## config.mk

```make
export PLATFORM = sky130hd
export DESIGN_NAME = sound_sequencer
export DESIGN_NICKNAME = d
export VERILOG_FILES = /design/src/rtl/sound_sequencer_pkg.sv /design/src/rtl/sound_sequencer_strobe_gen.sv /design/src/rtl/sound_sequencer.sv
export SDC_FILE = /design/constraint.sdc
export NUM_CORES = 1
export LEC_CHECK = 0
export CAP_MARGIN = 20
export CORE_MARGIN = 2
export CORE_UTILIZATION = 50
export CTS_CLUSTER_DIAMETER = 100
export DETAILED_ROUTE_END_ITERATION = 12
export PLACE_DENSITY = 0.68
export SLEW_MARGIN = 15
export SYNTH_ARGS = -nofsm -noshare
export SYNTH_HDL_FRONTEND = slang
export SYNTH_SLANG_ARGS = --single-unit
export TNS_END_PERCENT = 10
```

## constraint.sdc

```tcl
create_clock -name clk_25MHZ -period 6.5 [get_ports clk_25MHZ]
set_clock_uncertainty 0.15 [all_clocks]
set_input_delay 1.3 -clock clk_25MHZ [delete_from_list [all_inputs] [get_ports clk_25MHZ]]
set_output_delay 1.3 -clock clk_25MHZ [all_outputs]
set_load 0.03 [all_outputs]
```

## src/rtl/sound_sequencer_pkg.sv

```systemverilog
// Shared clip-select encoding, default clip lengths and sizing helpers for the sound sequencer.
package sound_sequencer_pkg;

  typedef enum logic [2:0] {
    SOUND_LOADING   = 3'd0,
    SOUND_READY     = 3'd1,
    SOUND_WIN       = 3'd2,
    SOUND_GAME_PLAY = 3'd3,
    SOUND_FAIL      = 3'd4
  } sound_t;

  localparam int DEF_CLK_HZ        = 25_000_000;
  localparam int DEF_SAMPLE_HZ     = 8_000;
  localparam int DEF_READY_SAMPLES = 32_000;
  localparam int DEF_CHOMP_SAMPLES = 5_736;
  localparam int DEF_WIN_SAMPLES   = 16_000;
  localparam int DEF_FAIL_SAMPLES  = 12_000;

  function automatic int max3(input int a, input int b, input int c);
    int m;
    m = (a > b) ? a : b;
    return (m > c) ? m : c;
  endfunction

  // Bits needed to hold 0..n, never less than one.
  function automatic int cnt_w(input int n);
    return (n < 1) ? 1 : $clog2(n + 1);
  endfunction

endpackage

```

## src/rtl/sound_sequencer_strobe_gen.sv

```systemverilog
// Free-running rate strobe: one registered 1-cycle pulse every DIV clocks, first DIV clocks after reset.
// Latency: strobe registered from the counter wrap; no backpressure, never gated.
module strobe_gen #(
  parameter int DIV = 3125
) (
  input  logic clk_25MHZ,
  input  logic rst_n,
  output logic strobe
);

  localparam int CW = (DIV > 2) ? $clog2(DIV) : 1;

  logic [CW-1:0] cnt_q, cnt_d;
  logic          strobe_q, strobe_d;

  always_comb begin
    strobe_d = 1'b0;
    cnt_d    = cnt_q + CW'(1);
    if (cnt_q == CW'(DIV - 1)) begin
      cnt_d    = '0;
      strobe_d = 1'b1;
    end
  end

  always_ff @(posedge clk_25MHZ) begin
    if (!rst_n) begin
      cnt_q    <= '0;
      strobe_q <= 1'b0;
    end else begin
      cnt_q    <= cnt_d;
      strobe_q <= strobe_d;
    end
  end

  assign strobe = strobe_q;

endmodule

```

## src/rtl/sound_sequencer.sv

```systemverilog
// Audio control stage: owns the sample strobe, picks the clip, times clip length and arbitrates game events.
// Latency: every output registered, one cycle after the decision; events are pulses, losers are dropped.
module sound_sequencer
  import sound_sequencer_pkg::*;
#(
  parameter int CLK_HZ        = DEF_CLK_HZ,
  parameter int SAMPLE_HZ     = DEF_SAMPLE_HZ,
  parameter int READY_SAMPLES = DEF_READY_SAMPLES,
  parameter int CHOMP_SAMPLES = DEF_CHOMP_SAMPLES,
  parameter int WIN_SAMPLES   = DEF_WIN_SAMPLES,
  parameter int FAIL_SAMPLES  = DEF_FAIL_SAMPLES
) (
  input  logic   clk_25MHZ,
  input  logic   rst_n,
  input  logic   game_loaded,
  input  logic   pellet_eaten,
  input  logic   level_won,
  input  logic   player_died,
  output sound_t sound_type,
  output logic   clk_8KHZ,
  output logic   clip_start,
  output logic   audio_en,
  output logic   busy
);

  localparam int DIV     = CLK_HZ / SAMPLE_HZ;
  localparam int CLIP_W  = cnt_w(max3(READY_SAMPLES, WIN_SAMPLES, FAIL_SAMPLES));
  localparam int CHOMP_W = cnt_w(CHOMP_SAMPLES);

  localparam logic [2:0] ST_LOADING = 3'd0;
  localparam logic [2:0] ST_READY   = 3'd1;
  localparam logic [2:0] ST_PLAY    = 3'd2;
  localparam logic [2:0] ST_WIN     = 3'd3;
  localparam logic [2:0] ST_FAIL    = 3'd4;

  logic strobe;

  strobe_gen #(.DIV(DIV)) u_strobe_gen (
    .clk_25MHZ (clk_25MHZ),
    .rst_n     (rst_n),
    .strobe    (strobe)
  );

  logic [2:0]         state_q, state_d;
  logic [CLIP_W-1:0]  clip_q, clip_d;
  logic [CHOMP_W-1:0] chomp_q, chomp_d;
  sound_t             sound_type_q, sound_type_d;
  logic               clip_start_q, clip_start_d;
  logic               audio_en_q, audio_en_d;
  logic               busy_q, busy_d;
  logic               clip_done;

  assign clip_done = strobe && (clip_q == '0);

  always_comb begin
    state_d      = state_q;
    clip_d       = clip_q;
    chomp_d      = chomp_q;
    clip_start_d = 1'b0;

    if (strobe && (chomp_q != '0)) chomp_d = chomp_q - CHOMP_W'(1);
    if (strobe && (clip_q != '0))  clip_d  = clip_q - CLIP_W'(1);

    // Losing the assets overrides everything, including a coincident clip end or event.
    if (!game_loaded) begin
      state_d = ST_LOADING;
      chomp_d = '0;
      clip_d  = '0;
    end else begin
      case (state_q)
        ST_LOADING: begin
          state_d      = ST_READY;
          clip_d       = CLIP_W'(READY_SAMPLES - 1);
          clip_start_d = 1'b1;
        end
        ST_READY: begin
          if (clip_done) state_d = ST_PLAY;
        end
        ST_PLAY: begin
          if (player_died) begin
            state_d      = ST_FAIL;
            clip_d       = CLIP_W'(FAIL_SAMPLES - 1);
            chomp_d      = '0;
            clip_start_d = 1'b1;
          end else if (level_won) begin
            state_d      = ST_WIN;
            clip_d       = CLIP_W'(WIN_SAMPLES - 1);
            chomp_d      = '0;
            clip_start_d = 1'b1;
          end else if (pellet_eaten) begin
            // A retrigger only extends the chomp; the player keeps its sample address.
            chomp_d      = CHOMP_W'(CHOMP_SAMPLES);
            clip_start_d = (chomp_q == '0);
          end
        end
        ST_WIN, ST_FAIL: begin
          if (clip_done) begin
            state_d      = ST_READY;
            clip_d       = CLIP_W'(READY_SAMPLES - 1);
            clip_start_d = 1'b1;
          end
        end
        default: begin
          state_d = ST_LOADING;
          clip_d  = '0;
          chomp_d = '0;
        end
      endcase
    end
  end

  always_comb begin
    sound_type_d = SOUND_LOADING;
    audio_en_d   = 1'b0;
    busy_d       = 1'b0;
    case (state_d)
      ST_READY: begin
        sound_type_d = SOUND_READY;
        audio_en_d   = 1'b1;
        busy_d       = 1'b1;
      end
      ST_PLAY: begin
        sound_type_d = SOUND_GAME_PLAY;
        audio_en_d   = (chomp_d != '0);
      end
      ST_WIN: begin
        sound_type_d = SOUND_WIN;
        audio_en_d   = 1'b1;
        busy_d       = 1'b1;
      end
      ST_FAIL: begin
        sound_type_d = SOUND_FAIL;
        audio_en_d   = 1'b1;
        busy_d       = 1'b1;
      end
      default: begin
        sound_type_d = SOUND_LOADING;
      end
    endcase
  end

  always_ff @(posedge clk_25MHZ) begin
    if (!rst_n) begin
      state_q      <= ST_LOADING;
      clip_q       <= '0;
      chomp_q      <= '0;
      sound_type_q <= SOUND_LOADING;
      clip_start_q <= 1'b0;
      audio_en_q   <= 1'b0;
      busy_q       <= 1'b0;
    end else begin
      state_q      <= state_d;
      clip_q       <= clip_d;
      chomp_q      <= chomp_d;
      sound_type_q <= sound_type_d;
      clip_start_q <= clip_start_d;
      audio_en_q   <= audio_en_d;
      busy_q       <= busy_d;
    end
  end

  assign sound_type = sound_type_q;
  assign clk_8KHZ   = strobe;
  assign clip_start = clip_start_q;
  assign audio_en   = audio_en_q;
  assign busy       = busy_q;

endmodule

```

=== Word-level counts from Yosys, hierarchy flattened ===
Cells that the tools add are included.

* Flip-flop bits (word level): 50
* Input bits: 6
* Logic and storage cells: 62

* $add $sub $neg: 3
* Equality and inequality tests: 9
* Mux-type cells: 26
* Bitwise gates (word level): 1
* Reductions and logical operators: 14

{| class="wikitable"
|+ Operators by type and width
! operator !! count
|-
| $mux W13 || 5
|-
| $mux W15 || 4
|-
| $pmux W15 S4 || 1
|-
| $pmux W13 S2 || 1
|-
| $reduce_bool A13 Y1 || 2
|-
| $pmux W3 S4 || 2
|-
| $logic_not A15 Y1 || 1
|-
| $mux W3 || 5
|-
| $reduce_bool A15 Y1 || 1
|-
| $sub A15 B1 Y15 const B || 1
|-
| $logic_not A13 Y1 || 1
|-
| $sub A13 B1 Y13 const B || 1
|-
| $add A12 B1 Y12 const B || 1
|-
| $eq A12 B12 Y1 const B || 1
|-
| $eq A3 B2 Y1 const B || 4
|-
| $eq A3 B1 Y1 const B || 2
|-
| $eq A3 B3 Y1 const B || 2
|-
| $mux W1 || 6
|-
| $reduce_or A2 Y1 || 2
|-
| $reduce_or A4 Y1 || 1
|-
| $logic_and A1 B1 Y1 || 3
|-
| $logic_not A3 Y1 || 1
|-
| $pmux W1 S3 || 1
|-
| $reduce_or A3 Y1 || 1
|-
| 3 further kinds || 3
|}

=== Depth between registers and ports, before layout ===
Gate-level depths: netlist of run 1.

* Word-level depth: 10
* Gate-level depth with buffers: 10
* Mapped depth without buffers: 8

=== Modules after synthesis ===
From an unflattened synthesis of run 1, not the netlist that was laid out.

* Cells, all modules: 342
* Area, all modules: 2,742.6 µm²

{| class="wikitable"
|+ Modules (own cells, without submodules)
! module !! instances !! cells each !! area each (µm²) !! seq. area each (µm²)
|-
| sound_sequencer || 1 || 277 || 2,149.6 || 740.7
|-
| strobe_gen || 1 || 65 || 593.1 || 260.2
|}

=== Least setup slack after synthesis of run 1 ===
No wires, ideal clock.

* Path type: register to register
* From: reg u_strobe_gen.strobe_q, in the netlist u_strobe_gen.strobe
* To: reg audio_en_q, in the netlist audio_en
* Setup time: 74 ps
* Arrival: 2,391 ps
* Required time: 6,276 ps
* Path slack: 3,884 ps
* Stages on the path, launching flop included: 9
* Period minus slack after synthesis: 2,616 ps
* Cells stage by stage: dfxtp_1 -> buf_2 -> or4b_1 -> or2_0 -> clkbuf_1 -> a2111o_1 -> and3_1 -> a41o_1 -> a31oi_1

* Longest elaborated chain between the ends: 9
* Elaborated cells between the ends (all ways): 19
* Those cells by class: 4 x eq/ne; 11 x mux; 4 x reduce/logical

{| class="wikitable"
|+ Ends and longest elaborated chain
! what !! line !! RTL
|-
| start, declared || sound_sequencer_strobe_gen.sv:14 || <nowiki>logic strobe_q, strobe_d;</nowiki>
|-
| start signal, assigned || sound_sequencer_strobe_gen.sv:31 || <nowiki>strobe_q <= strobe_d;</nowiki>
|-
| $logic_and A1 B1 Y1 || sound_sequencer.sv:61 || <nowiki>if (strobe && (chomp_q != '0)) chomp_d = chomp_q - CHOMP_W'(1);</nowiki>
|-
| $mux W13 || sound_sequencer.sv:61 ||
|-
| $mux W13 || sound_sequencer.sv:90 || <nowiki>end else if (pellet_eaten) begin</nowiki>
|-
| $mux W13 || sound_sequencer.sv:85 || <nowiki>end else if (level_won) begin</nowiki>
|-
| $mux W13 || sound_sequencer.sv:80 || <nowiki>if (player_died) begin</nowiki>
|-
| $pmux W13 S2 || sound_sequencer.sv:70 || <nowiki>case (state_q)</nowiki>
|-
| $mux W13 || sound_sequencer.sv:65 || <nowiki>if (!game_loaded) begin</nowiki>
|-
| $reduce_bool A13 Y1 || sound_sequencer.sv:124 || <nowiki>audio_en_d = (chomp_d != '0);</nowiki>
|-
| $pmux W1 S2 * || sound_sequencer.sv:116 || <nowiki>case (state_d)</nowiki>
|-
| end signal, assigned || sound_sequencer.sv:157 || <nowiki>audio_en_q <= audio_en_d;</nowiki>
|-
| end, declared || sound_sequencer.sv:49 || <nowiki>logic audio_en_q, audio_en_d;</nowiki>
|}

Every way passes the cells marked *; elsewhere a longest branch is shown, timed or not.
A chain may end at the register's enable or synchronous reset.

=== Worst setup path in the final report of run 1 ===
* From: in player_died
* To: reg clip_q[11]

* Longest elaborated chain between the ends: 2

{| class="wikitable"
|+ Ends and longest elaborated chain
! what !! line !! RTL
|-
| start, declared || sound_sequencer.sv:18 || <nowiki>input logic player_died,</nowiki>
|-
| $mux W15 || sound_sequencer.sv:80 ||
|-
| $pmux W15 S4 || sound_sequencer.sv:70 ||
|-
| end signal, assigned || sound_sequencer.sv:153 || <nowiki>clip_q <= clip_d;</nowiki>
|-
| end, declared || sound_sequencer.sv:45 || <nowiki>logic [CLIP_W-1:0] clip_q, clip_d;</nowiki>
|}

Every way passes these cells.

==> out/results.txt, run 1 <==
Capture point of the worst reg-to-reg path: clip_q[13]$_SDFF_PN0_. The run gives 2,280 as the vias after detailed routing. The destination of the worst hold path was u_strobe_gen.cnt_q[0]$_SDFF_PP0_. Max-cap violations in this run came to 0.

The overall routed net length was 5540 µm; the chip width was 77.0 µm. Data arrives at the worst endpoint at 3.26 ns. The final-layout fill cell count is 499, and the path depth of the worst reg2reg path is 8. After synthesis, flip-flops and latches occupy 37.6% of the total area.

At the pin with the least slew margin, the transition time is 0.851 ns. For the met2 demand-to-capacity share in global routing, the log shows 31.1%. Post-route clock period utilization: 50.2%. 13 I/O pins were placed. The number of design-rule violations left by the first detailed-router iteration came out at 118.

The region available for standard cell placement spans 5140 µm². For this run, global-route usage on met3 was measured as 3.88%. For the worst setup path, the data required time is 6.50 ns.

For this run, design rule violations remaining after detail routing come to 0. H-tree level count: 2. The worst register-to-register path begins at clip_q[0]$_SDFF_PN0_. The worst hold path begins at u_strobe_gen.cnt_q[0]$_SDFF_PP0_. Once the clock tree was built, the setup fixing pass inserted 0 buffers.

The synthesized netlist occupies a cell area of 2670 µm². In the final routed layout, each cell accounts on average for 13.6 µm. The number of antenna violations at the first check in global routing was 0. The master cell of the clock root buffer is clkbuf_8. For the wire length of the first global-routing pass, the log shows 9590 µm. The relative max-transition margin was 42.9%. The ratio of routed vias to standard cells came out at 5.60. The most used flip-flop cell after synthesis is dfxtp_1. The maximum achievable frequency is 0.307 GHz, and the routability-driven placement congestion ratio is 0.930. For the number of inserted diodes, the log shows 0. The global-route met1 utilization is 26.9%, and the layout cell share with drive strength beyond 1 is 4.45%. Setup violations remaining at the end of the flow were counted as 0.

Port buffering added 12 buffers. The final non-filler cell area was 2930 µm²; the synthesized flop and latch total was 50. Dividing total power by cell area gives a power density of 201 nW/µm². For this design the static power due to leakage is 1.02 nW. Summed over all failing endpoints, the final setup total negative slack is 0 ns. The synthesized design contains 0 enable-type register cells. Entering global routing, the biggest net connects 21 pins. STA classifies the critical path startpoint as a primary input. The clock period could shrink to 3.26 ns. After clock tree synthesis, the repair step resized 0 gates. The number of nets in the synthesized netlist is 341. The min-delay analysis places its worst path in the category flop to flop. Setup repair after global routing left no endpoint under its margin. The hold-critical path depth is 1, and the number of iterations in the first detailed-routing pass is 4. The tools report the total overflow reported by the global router as 0. Synthesis handed over a netlist of 330 instances. The worst-case IR drop observed on VDD is 93.8 µV. The placed instances occupy a cell area of 2820 µm². The flop-to-flop setup slack is 3.74 ns. Counting flops with an async set or reset pin after synthesis yields a share of 0%.

Counting every sink on the clock net gives 50. The HPWL reported at the end of detailed placement was 3940 µm; the number of buffers inserted for hold repair after clock tree synthesis was 0. The maximum root-to-sink buffer count is 2.

met2 is the most crowded layer. The number of global-route vias before repair came out at 2,018. Clock-pin slew was measured on the worst setup and hold paths at 0.09 ns.

The die covers 5930 µm². Yosys mapped the design onto 54 distinct sky130hd cell types. The tools report the hold violation count in the final report as 0. The overall track demand over capacity in global routing was 19.7%. The clock reaches the later pin of the worst-skew pair after 0.30 ns.

The critical path is of the primary input to flop type. The flow ran to the end, and the final reports show no timing, DRC or antenna violations. Compared with the post-synthesis result, the final layout area differs by 9.91%. The tools report the number of cell rows as 26.

TritonCTS built the clock tree. The initial utilization of the core area, before any placement, comes to 51.9%. The run gives 0 as the max-slew violation count. The floorplan step set the die height to 77.0 µm. The count of yosys warnings during synthesis was 0. In this run the remaining antenna-violating nets after routing total 0.

The element type at the critical path end is a flop. In this run the worst path has a maximum fanout of 10. The tools report the number of nets in the layout as 347. TritonCTS created 5 clock buffers. The mean area per synthesized cell works out to 8.08 µm².
==> layout by cell type (no fill, tap or decap), types with 3 or more instances in the layout <==
cell,count
xor2_1,9
or4_4,3
and3_1,8
o21a_1,3
o21ai_0,7
clkbuf_8,5
o211ai_1,3
a21oi_1,27
nand2b_1,3
nor3_1,14
nor2b_1,4
nor4_1,6
inv_1,12
mux2i_1,3
xnor2_1,20
clkdlybuf4s50_1,12
nand3_1,11
ha_1,5
or3_1,3
a31oi_1,6
nor2_1,41
dfxtp_1,50
nand2_1,32
a211oi_1,3
==> area by class of cell <==
| cell class | instances | area (µm²) | area share (%) |
|---|---|---|---|
| Tap cell | 70 | 87.6 | 2.99 |
| Multi-Input combinational cell | 253 | 1550 | 53.1 |
| Timing Repair Buffer | 13 | 128 | 4.36 |
| Sequential cell | 50 | 1000 | 34.2 |
| Inverter | 13 | 48.8 | 1.67 |
| Clock inverter | 2 | 37.5 | 1.28 |
| Clock buffer | 6 | 72.6 | 2.48 |
==> worst max path at each step <==
stage	startpoint	end	depth (start not counted)	slack [ns]
3_3_place_gp	player_died	clip_q[11]$_SDFF_PN0_	6	3.08
5_1_grt	player_died	clip_q[11]$_SDFF_PN0_	6	3.06
3_5_place_dp	player_died	clip_q[13]$_SDFF_PN0_	6	2.95
2_1_floorplan	u_strobe_gen.strobe$_SDFF_PN0_	audio_en$_SDFF_PN0_	8	3.88
6_report	player_died	clip_q[11]$_SDFF_PN0_	6	3.24
4_1_cts	player_died	clip_q[11]$_SDFF_PN0_	6	3.27
==> cell families (layout without fill, tap and decap cells) <==
kind of cell / after synthesis / count (layout) / share of synthesized area [%]
simple gates: 145 / 145 / 27.8
xor+xnor: 29 / 29 / 9.53
fa+ha+maj: 5 / 5 / 2.35
buf+inv: 27 / 34 / 4.13
flops: 50 / 50 / 37.6
mux: 3 / 3 / 1.13
compound gates: 71 / 71 / 17.5
==> cell usage after synthesis, types with 4 or more instances <==
master	number	area [µm²]
nand2_1	32	120
o21ai_0	7	35.0
nor2b_1	4	25.0
clkbuf_1	12	45.0
nor2_1	41	154
ha_1	5	62.6
nor4_1	6	37.5
nor3_1	14	70.1
dfxtp_1	50	1000
xnor2_1	20	175
a21oi_1	27	135
a31oi_1	6	37.5
inv_1	12	45.0
nand3_1	11	55.1
and3_1	8	50.1
xor2_1	9	78.8
==> layer usage <==
metal | wire [µm] | up-vias
li1 | - | 1183
met2 | 2540 | 41
met5 | 0 | -
met3 | 244 | 7
met4 | 72 | 0
met1 | 2680 | 1049
==> sequential cells by signal, summed over array words and instances, names as in the netlist <==
name,cells
audio_en,1
busy,1
chomp_q,13
sound_type,3
u_strobe_gen.cnt_q,12
state_q,3
clip_start,1
u_strobe_gen.strobe,1
clip_q,15
==> power by group <==
| part | internal [W] | switching, W |
|---|---|---|
| Sequential | 0.000314 | 0.00000815 |
| Clock | 0.000115 | 0.000101 |
| Combinational | 0.0000218 | 0.0000298 |
| Total | 0.000450 | 0.000139 |
==> through the flow <==
stage / worst slack, ns / cells / hold slack (ns) / power [W] / utilization, %
after detailed placement: 2.95 / 399 / 0.309 / 0.000380 / 54.8
final: 3.24 / 407 / 0.327 / 0.000590 / 57.0
after global routing: 3.06 / 407 / 0.361 / 0.000617 / 57.0
after global placement: 3.08 / 399 / 0.308 / 0.000380 / 54.8
after floorplan: 3.88 / 330 / 0.287 / 0.000364 / -
after CTS: 3.27 / 407 / 0.333 / 0.000596 / 57.0
==> critical path: stages <==
cell             delay [ns]
clkdlybuf4s50_1        0.52
nor2_1                 0.38
a21oi_1                0.12
o21a_1                 0.21
nor2_1                 0.57
a31oi_1                0.15
Note: power is estimated with default switching activity, not from simulation.
==> inputs of run 2 (changes only) <==
--- a/config.mk
+++ b/config.mk
@@ -10,7 +10,7 @@
 export CORE_UTILIZATION = 50
 export CTS_CLUSTER_DIAMETER = 100
 export DETAILED_ROUTE_END_ITERATION = 12
-export PLACE_DENSITY = 0.68
+export PLACE_DENSITY = 0.71
 export SLEW_MARGIN = 15
 export SYNTH_ARGS = -nofsm -noshare
 export SYNTH_HDL_FRONTEND = slang
==> constraint.sdc (replaced) <==
create_clock -name clk_25MHZ -period 2.96 [get_ports clk_25MHZ]
set_clock_uncertainty 0.15 [all_clocks]
set_input_delay 0.592 -clock clk_25MHZ [delete_from_list [all_inputs] [get_ports clk_25MHZ]]
set_output_delay 0.592 -clock clk_25MHZ [all_outputs]
set_load 0.03 [all_outputs]
==> run 2 against run 1 <==
Non-clock buffer count increased by 8. Power is 110% higher. Die area stayed put. Critical path type is now flop to flop. Highest routed layer unchanged.
==> out/results.txt, run 2 (same netlist as run 1, synthesis figures left out) <==
The layout cell share with drive strength beyond 1 is 6.96% (+2.5 points), and the HPWL reported at the end of detailed placement is 4030 µm (+2.5%). The largest fanout of any net on the critical path was 9 (-1); the vertical die dimension was 77.0 µm (unchanged). For the overall track demand over capacity in global routing, the log shows 19.7% (+0.085 points). The CTS buffer count was 5 (unchanged); the layout-stage area growth over the synthesis result was 11.6%. Vias after detailed routing: 2,329 (+2.1%). In this run the clock root is driven by a clkbuf_8.

The clock insertion delay at the later pin of the skew report was 0.30 ns (about the same). For the maximum root-to-sink buffer count, the log shows 2 (unchanged). The cell count along the critical path was 8 (+2). The area of all sequential standard cells came out at 1000 µm² (unchanged).

The critical path's slowest cell was or4_4. The time the worst path needs with I/O delays and setup was 2.75 ns; the sink count of the clock tree was 50 (unchanged). The worst setup path is of the flop to flop kind. The register name with the most flops is clip_q. Total area of multi-input combinational cells: 1550 µm² (unchanged).

TritonCTS built the clock tree. Flip-flop count of the largest register, all copies and words added: 15 (unchanged). The number of iterations in the first detailed-routing pass is 5 (+1), and the number of instances resized during post-cts repair is 0 (unchanged).

The clock slew seen by the registers of the worst setup and hold paths was 0.10 ns (about the same); the DRC violations left was 0 (unchanged). The run gives 1.06 nW (+3.5%) as the standby leakage power. The worst endpoint required time is 3.04 ns (-3.46 ns). The sum of negative setup slack came out at 0 ns (unchanged). For the max-slew violation count, the log shows 0 (unchanged). The library cell used most frequently in the layout, excluding fill and tap cells, is dfxtp_1. Setup repair after global routing left no endpoint under its margin. The final hold slack was 0.330 ns (+0.00222 ns); the ratio of routed vias to standard cells was 5.61 (+0.18%). For the area of the core region, the log shows 5140 µm² (unchanged). The total overflow reported by the global router was 0 (unchanged); the pin count of the biggest net entering global routing was 20 (-4.8%). The tools report the number of global-route vias before repair as 2,145 (+6.3%).

Category of the worst setup path launch point: a flop. The path depth of the worst reg2reg path came out at 8 (unchanged). On the critical path the largest part of the delay comes from simple AND/OR/NAND/NOR gates. For this run, the top clock speed supported by timing is 0.363 GHz. The tools report the overall die area as 5930 µm² (unchanged).

The critical path's largest stage delay came out at 0.48 ns (-0.09 ns). STA classifies the critical path endpoint as a flop. For the number of antenna violations at the first check in global routing, the log shows 0 (unchanged). Initial cell density of the core: 51.9% (unchanged). Class of the tightest hold or removal check: flop to flop. Number of maximum-capacitance violations: 0 (unchanged).

In the layout the commonest cells are 50 x dfxtp_1, 41 x nor2_1, 32 x nand2_1. For the worst path arrival time, the log shows 2.84 ns (-0.42 ns). The routability-driven placement congestion ratio is 0.942 (+1.4%), and the H-tree level count is 2 (unchanged). The logs give 132 (+12%) for the number of design-rule violations left by the first detailed-router iteration and 5630 µm (+1.6%) for the overall routed net length. The hold violation count in the final report is 0 (unchanged), and the wire length per cell is 13.6 µm (-0.37%). Slew at the pin closest to its max-slew limit: 0.565 ns (-0.286 ns). Of the available clock period, the critical path in the final layout requires 93.1%.

The tools report the post-CTS repair timing setup buffer count as 0 (unchanged). The worst ir drop on vdd came out at 355 µV (+280%). The count of port buffers added during placement was 12 (unchanged); the number of buffer and inverter instances along the worst setup path was 1 (unchanged). The tools report the number of cell rows as 26 (unchanged).

For the number of inserted diodes, the log shows 0 (unchanged). The run finished with clean final reports. The hold-critical path depth is 1 (unchanged). The critical path goes through inv_1, ha_1, or3b_2, o41a_1, nand3b_1, or4_4, or3b_1, a31oi_1. The total power density per cell area was 421 nW/µm² (+110%); the final-layout fill cell count was 502 (+0.60%).

The chip width is 77.0 µm (unchanged), and the final antenna-violating net count is 0 (unchanged). The logs give 0 (unchanged) for the number of buffers inserted for hold repair after clock tree synthesis and 355 (+2.3%) for the number of nets in the layout. The largest registers in the layout are clip_q (15), chomp_q (13), u_strobe_gen.cnt_q (12). The run gives 0 (unchanged) as the number of failing setup endpoints in the final timing report. The run gives 9540 µm (-0.51%) as the wire length of the first global-routing pass.

The top-level I/O count was 13 (unchanged). The relative max-transition margin came out at 62.2% (+19 points).
==> run 2: area by class of cell <==
class | count | share of cell area, %
Multi-Input combinational cell | 253 | 52.2
Sequential cell | 50 | 33.6
Timing Repair Buffer | 21 | 6.22
Clock buffer | 6 | 2.78
Inverter | 13 | 1.64
Tap cell | 70 | 2.94
Clock inverter | 2 | 0.547
==> run 2: worst paths after layout <==
kind                               startpoint                               end  slack, ns
max                      clip_q[1]$_SDFF_PN0_             clip_q[13]$_SDFF_PN0_       0.21
max reg2reg              clip_q[1]$_SDFF_PN0_             clip_q[13]$_SDFF_PN0_       0.21
min reg2reg  u_strobe_gen.cnt_q[0]$_SDFF_PP0_  u_strobe_gen.cnt_q[0]$_SDFF_PP0_       0.33
min          u_strobe_gen.cnt_q[0]$_SDFF_PP0_  u_strobe_gen.cnt_q[0]$_SDFF_PP0_       0.33
==> run 2: metal layers <==
layer  vias to the layer above  share of wire [%]  GRT usage (%)
met5                         -                  0              0
met4                         0               0.73           6.43
met3                         4                6.2           4.35
met2                        78                 45           31.3
met1                      1051                 48           26.7
li1                       1196                  -              -
==> run 2: report_power, final <==
| part | switching, W | internal [W] | total, W |
|---|---|---|---|
| Sequential | 0.0000155 | 0.000689 | 0.000705 |
| Combinational | 0.0000689 | 0.0000510 | 0.000120 |
| Clock | 0.000236 | 0.000193 | 0.000429 |
| Total | 0.000320 | 0.000933 | 0.00125 |
==> run 2: per-stage QoR <==
| stage | utilization (%) | instances | power [W] | setup slack [ns] | instance area, µm² |
|---|---|---|---|---|---|
| final | 57.9 | 415 | 0.00125 | 0.205 | 2980 |
| after global placement | 55.9 | 406 | 0.000837 | 0.201 | 2870 |
| after detailed placement | 55.9 | 406 | 0.000837 | 0.246 | 2870 |
| after floorplan | - | 330 | 0.000799 | 0.344 | 2670 |
| after global routing | 57.9 | 415 | 0.00130 | 0.0658 | 2980 |
| after CTS | 57.8 | 414 | 0.00126 | 0.220 | 2970 |
==> inputs of run 3 (changes only) <==
--- a/config.mk
+++ b/config.mk
@@ -10,7 +10,7 @@
 export CORE_UTILIZATION = 50
 export CTS_CLUSTER_DIAMETER = 100
 export DETAILED_ROUTE_END_ITERATION = 12
-export PLACE_DENSITY = 0.71
+export PLACE_DENSITY = 0.68
 export SLEW_MARGIN = 15
 export SYNTH_ARGS = -nofsm -noshare
 export SYNTH_HDL_FRONTEND = slang
==> constraint.sdc (replaced) <==
create_clock -name clk_25MHZ -period 3.4 [get_ports clk_25MHZ]
set_clock_uncertainty 0.15 [all_clocks]
set_input_delay 0.68 -clock clk_25MHZ [delete_from_list [all_inputs] [get_ports clk_25MHZ]]
set_output_delay 0.68 -clock clk_25MHZ [all_outputs]
set_load 0.03 [all_outputs]
==> run 3 against run 2 <==
Register-to-register slack improved by 0.48 ns. Power decreased by 14%. Critical path depth unchanged. Sequential share of layout area increased by 0.37 points. First-iteration DRC count decreased by 9.1%. Sequential power decreased by 13%. Maximum frequency increased by 1.3%. Worst hold slack improved by 0.0051 ns. Routed wire length decreased by 2.6%. Clock power decreased by 14%. Via count decreased by 2.5%. Final cell count decreased by 0.96%. Critical endpoint unchanged. Largest cell class unchanged.
==> out/results.txt, run 3 (same netlist as run 1, synthesis figures left out) <==
The tools report the number of inserted diodes as 0 (unchanged). The path depth of the worst reg2reg path works out to 8 (unchanged). TritonCTS built the clock tree. The run gives 4 (-1) as the number of iterations in the first detailed-routing pass. The sink count of the clock tree came out at 50 (unchanged). The worst-case setup margin in the final layout is 0.681 ns (+0.476 ns).

Setup repair after global routing left no endpoint under its margin. The vias after detailed routing was 2,270 (-2.5%); the layout cell share with drive strength beyond 1 was 5.87% (-1.1 points). The max-slew violation count is 0 (unchanged).

The vertical die dimension came out at 77.0 µm (unchanged). The run gives 120 (-9.1%) as the number of design-rule violations left by the first detailed-router iteration. Number of maximum-capacitance violations: 0 (unchanged).

The overall track demand over capacity in global routing is 19.3% (-0.48 points). The final-layout fill cell count came out at 521 (+3.8%). The worst setup path is launched from a flop. The flip-flop count of the largest register, all copies and words added was 15 (unchanged); the overall routed net length was 5490 µm (-2.6%).

The endpoint identified for the worst register-to-register timing path is clip_q[13]$_SDFF_PN0_. The area of all sequential standard cells came out at 1000 µm² (unchanged). The flow ran to the end, and the final reports show no timing, DRC or antenna violations. The standby leakage power was 1.03 nW (-2.1%).

Slew at the pin closest to its max-slew limit: 0.582 ns (+0.0170 ns). The run gives 3.49 ns (+0.45 ns) as the worst endpoint required time. The most critical setup path has its endpoint at clip_q[13]$_SDFF_PN0_. Register name with the most flops: clip_q. For the worst ir drop on vdd, the log shows 186 µV (-48%). The routability-driven placement congestion ratio came out at 0.917 (-2.7%).

The top-level I/O count is 13 (unchanged). The wire length per cell works out to 13.3 µm (-1.6%). The HPWL reported at the end of detailed placement came out at 4010 µm (-0.60%). The number of failing setup endpoints in the final timing report is 0 (unchanged), and the non-filler instance count after layout is 411 (-0.96%). The largest registers in the layout are clip_q (15), chomp_q (13), u_strobe_gen.cnt_q (12). The CTS buffer count was 5 (unchanged).

The maximum root-to-sink buffer count is 2 (unchanged). The total overflow reported by the global router came out at 0 (unchanged). The final antenna-violating net count is 0 (unchanged). The total area of multi-input combinational cells came out at 1550 µm² (unchanged). The total power density per cell area was 368 nW/µm² (-13%). The run gives 0.31 ns (about the same) as the clock insertion delay at the later pin of the skew report. The largest individual stage delay along the critical path comes from the cell or4_4. Element type at the critical path end: a flop. The run gives 5930 µm² (unchanged) as the overall die area. The logs give 0 (unchanged) for the post-CTS repair timing setup buffer count and 0.68 ns (+0.48 ns) for the flop-to-flop setup slack. Clock slew seen by the registers of the worst setup and hold paths: 0.10 ns (about the same).

The relative max-transition margin is 61.1% (-1.0 points). The chip width is 77.0 µm (unchanged), and the ratio of routed vias to standard cells is 5.52 (-1.6%). The placed instance count came out at 403 (-0.74%).

For the number of instances resized during post-cts repair, the log shows 0 (unchanged). The tools report the number of nets in the layout as 351 (-1.1%). The cell count along the critical path works out to 8 (unchanged). The startpoint identified for the worst register-to-register timing path is clip_q[0]$_SDFF_PN0_. The number of buffers inserted for hold repair after clock tree synthesis is 0 (unchanged). Largest fanout of any net on the critical path: 9 (unchanged). The number of buffer and inverter instances along the worst setup path is 1 (unchanged), and the layout-stage area growth over the synthesis result is 10.4%. The class of the tightest hold or removal check was flop to flop. The wire length of the first global-routing pass came out at 9350 µm (-2.0%).

In the layout the commonest cells are 50 x dfxtp_1, 41 x nor2_1, 32 x nand2_1. The tools report the H-tree level count as 2 (unchanged). The logs give 2,034 (-5.2%) for the number of global-route vias before repair and 0 ns (unchanged) for the sum of negative setup slack. Area of the core region: 5140 µm² (unchanged).

The critical path goes through inv_1, ha_1, or3b_2, o41a_1, nand3b_1, or4_4, or3b_1, a31oi_1. The count of port buffers added during placement came out at 12 (unchanged). DRC violations left: 0 (unchanged). Broken down by cell family, the worst path's largest delay share belongs to simple AND/OR/NAND/NOR gates. The worst setup path is of the flop to flop kind.

Worst path arrival time: 2.81 ns (-0.03 ns). Most common library cell in the layout ignoring fill and taps: dfxtp_1. The tools report the number of antenna violations at the first check in global routing as 0 (unchanged).

The pin count of the biggest net entering global routing was 21 (+5.0%); the post-route clock period utilization was 80.0% (-13 points). The critical path's largest stage delay came out at 0.47 ns (about the same). Hold violation count in the final report: 0 (unchanged). The time the worst path needs with I/O delays and setup is 2.72 ns (-0.0363 ns), and the number of cell rows is 26 (unchanged). The tree is rooted in a clkbuf_8.

For the initial cell density of the core, the log shows 51.9% (unchanged). The worst setup timing slack at the placement stage is 0.625 ns (+0.379 ns). The critical path starts at clip_q[0]$_SDFF_PN0_. The tools report the maximum achievable frequency as 0.368 GHz (+1.3%).
-- run 3: cell types whose count changed in the layout (fill, tap and decap cells not counted) --
cell,delta
buf_4,-3
buf_2,-1
clkbuf_8,-1
clkinv_4,+1
-- run 3: metal layers --
metal	GRT usage, %	part of all wire, %	vias to the layer above
li1	-	-	1190
met1	26.0	49	1044
met2	31.0	46	31
met3	3.88	3.1	5
met4	6.07	1.1	0
met5	0	0	-
-- run 3: layout make-up --
class	instances	share of cell area (%)
tap	70	2.98
sequential	50	34.0
multi-input combinational	253	52.8
clock inverter	3	0.850
timing repair buffer	17	5.36
inverter	13	1.66
clock buffer	5	2.34
-- run 3: worst min-delay path by stage --
stage                     cells past startpoint                             start  slack, ns                          endpoint
final                                         1  u_strobe_gen.cnt_q[0]$_SDFF_PP0_       0.33  u_strobe_gen.cnt_q[0]$_SDFF_PP0_
after global routing                          1  u_strobe_gen.cnt_q[0]$_SDFF_PP0_       0.36  u_strobe_gen.cnt_q[0]$_SDFF_PP0_
after CTS                                     2             clip_q[14]$_SDFF_PN0_       0.34             clip_q[14]$_SDFF_PN0_
after detailed placement                      1  u_strobe_gen.cnt_q[0]$_SDFF_PP0_       0.31  u_strobe_gen.cnt_q[0]$_SDFF_PP0_
after global placement                        1  u_strobe_gen.cnt_q[0]$_SDFF_PP0_       0.31  u_strobe_gen.cnt_q[0]$_SDFF_PP0_
after floorplan                               1  u_strobe_gen.cnt_q[0]$_SDFF_PP0_       0.29  u_strobe_gen.cnt_q[0]$_SDFF_PP0_
-- run 3: power by group --
part           switching (W)  internal, W
sequential         0.0000153     0.000600
combinational      0.0000568    0.0000432
clock               0.000220     0.000149
total               0.000292     0.000792
-- run 3: per-stage QoR --
step                total power [W]  utilization [%]  cell area [µm²]  hold slack (ns)
floorplan                  0.000696                -             2670            0.287
global placement           0.000728             55.4             2850            0.308
detailed placement         0.000728             55.4             2850            0.314
CTS                         0.00110             57.3             2940            0.339
global route                0.00113             57.3             2940            0.362
finish                      0.00108             57.3             2940            0.335
==> RTL edit, RTL diff (settings of run 1) <==
The package constant `DEF_FAIL_SAMPLES` goes from 12_000 to 3_000.
--- a/src/rtl/sound_sequencer_pkg.sv
+++ b/src/rtl/sound_sequencer_pkg.sv
@@ -15,5 +15,5 @@
   localparam int DEF_CHOMP_SAMPLES = 5_736;
   localparam int DEF_WIN_SAMPLES   = 16_000;
-  localparam int DEF_FAIL_SAMPLES  = 12_000;
+  localparam int DEF_FAIL_SAMPLES  = 3_000;
 
   function automatic int max3(input int a, input int b, input int c);
Function: same outputs for any inputs over 10 cycles, from zero or initial values and one cycle with rst_n low; that may be too few to reach the edited logic, so the function may still have changed.
==> RTL edit against run 1 <==
- wire length rose by 0.87%
- worst setup slack worse by 0.51 ns
- via count is 0.70% lower
- sequential share of layout area barely moved
- fmax fell by 13%
- synthesized area up 1.4%
- critical endpoint is now audio_en
- sequential cell count is the same
- register-to-register slack got worse by 0.40 ns
- final area about the same
- non-clock buffer count is 1 lower
- highest routed layer unchanged
- total power decreased by 6.7%
- global-route usage up 0.39 points
==> RTL edit: results (changes against run 1) <==
** Run status
- Result of the run: finished clean (unchanged).

** Power and ir drop
- The switching power of the nets was 141.8 uW (was 139.2 uW).
- LEAKAGE :: 1.069 nW (was 1.021 nW)
- Worst vdd rail ir drop :: 0.0001107 V (was 0.00009384 V)

** Logic synthesis
- The count of mapped cells out of synthesis came to 331 (was 330).
- Portion of the post-synthesis area used by sequential elements :: 37.04% (was 37.56%)
- The fraction of synthesis flops using an asynchronous set or reset pin is 0% (unchanged).
- Main area contributors after synthesis :: dfxtp_1 (37%), nand2_1 (5.4%), xnor2_1 (5.2%) (was dfxtp_1 (38%), xnor2_1 (6.6%), nor2_1 (5.8%))
- Number of different library cells in the post-synthesis netlist :: 65 (was 54)
- Synth top cells by count: dfxtp_1 (50), nand2_1 (39), nor2_1 (35) (was dfxtp_1 (50), nor2_1 (41), nand2_1 (32)).
- Synthesized netlist net count :: 342 (was 341)

** Placement
- The total half-perimeter wirelength after legalization and detailed placement was 4.031 mm (was 3.936 mm).
- RD Place Congestion :: 0.8348 (was 0.9296)
- The number of port buffers was 12 (unchanged).
- Cell area reported after detailed placement :: 2841 um2 (was 2819 um2)

** Critical path
- The arrival time of the worst setup path was 3.83 ns (was 3.26 ns).
- CP Max Fanout :: 9 (was 10)
- The cell with the biggest individual delay on the critical path was o311ai_0 (was nor2_1).
- Worst setup path startpoint :: player_died (unchanged)
- Delay of the slowest critical-path stage :: 0.76 ns (was 0.57 ns)
- The launch instance of the worst register-to-register path is chomp_q[0] (was clip_q[0]).

** Timing
- The slew of the pin with the lowest slew margin is 0.8887 ns (was 0.8509 ns).

** Hold path
- The kind of path behind the tightest hold check was flop to flop (unchanged).

** GRT
- The met3 track demand over resource is 5.116% (was 3.882%).
- The global-route total usage across every layer is 20.05% (was 19.66%).
- The met2 layer usage reported by global route is 31.48% (was 31.14%).
- Pin count of the biggest net entering global routing :: 24 (was 21)
- The routing usage on met1 is 27.25% (was 26.91%).
- The global-route wire length before repair came to 9.873 mm (was 9.591 mm).
- Number of global-route vias before repair :: 2144 (was 2018)

** Routing
- 1st-pass router iterations :: 4 (unchanged)
- Detailed-route vias per instance :: 5.563 (was 5.602)
- The total length of routed wires came to 5.590 mm (was 5.542 mm).
- The number of DRC violations after detailed-routing iteration 0 is 149 (was 118).

** Cells and area
- Registers with the highest flip-flop counts :: clip_q x15, chomp_q x13, u_strobe_gen.cnt_q x12 (unchanged)
- The fraction of final layout cells with drive strength greater than 1 came to 6.231% (was 4.451%).
- The count of filler cells inserted in the layout came to 490 (was 499).
- Antenna diodes :: 0 (unchanged)

** Clock tree
- Clock tree buffer depth :: 2 (unchanged)
- CTS HTree Levels :: 2 (unchanged)
- Resized cells post-CTS :: 0 (unchanged)
- The cell at the root of the clock tree is clkbuf_8 (unchanged).
-- RTL edit: kinds of logic (layout without fill, tap and decap cells) --
family | Yosys count | in the layout | share of synthesized area, %
simple gates | 149 | 149 | 29.49
compound gates | 68 | 68 | 16.34
flops | 50 | 50 | 37.04
xor+xnor | 30 | 30 | 9.722
buf+inv | 27 | 33 | 4.351
fa+ha+maj | 5 | 5 | 2.315
mux | 2 | 2 | 0.7408
-- RTL edit: area by class of cell --
type,instances,area (um2),area share (%)
clock inverter,2,13.76,0.4701
multi-input combinational,254,1584,54.10
tap,70,87.58,2.991
clock buffer,6,72.57,2.479
timing repair buffer,12,120.1,4.103
inverter,13,48.80,1.667
sequential,50,1001,34.19
-- RTL edit: power by group through the flow --
stage	registers [mW]	logic (mW)	clock network (mW)
floorplan	0.329	0.0336	0
global placement	0.329	0.0460	0
detailed placement	0.329	0.0462	0
CTS	0.322	0.0464	0.187
global route	0.324	0.0528	0.199
finish	0.322	0.0465	0.181
-- RTL edit: metal layers --
layer	vias to the layer above	share of wire, %
met5	-	0
met4	0	1.3
met3	6	3.7
met2	43	44
met1	1032	51
li1	1183	-
-- RTL edit: worst paths after layout --
kind | to | slack (ns) | cells past startpoint
setup / recovery | audio_en | 2.73 | 7
hold / removal | u_strobe_gen.cnt_q[0] | 0.34 | 1
setup reg to reg | audio_en | 3.34 | 9
hold reg to reg | u_strobe_gen.cnt_q[0] | 0.34 | 1
-- RTL edit: through the flow --
stage          setup WS [ns]  utilization, %  total power, mW
2_1_floorplan          3.071               -           0.3625
3_3_place_gp           2.512           54.93           0.3753
3_5_place_dp           2.441           54.93           0.3756
4_1_cts                2.758           56.60           0.5555
5_1_grt                2.522           56.60           0.5752
6_report               2.730           56.60           0.5502
-- RTL edit: worst max-delay path, delay by kind of cell --
family | cells | cell delay [ns]
buf+inv | 1 | 0.62
simple gates | 2 | 0.61
compound gates | 4 | 1.30
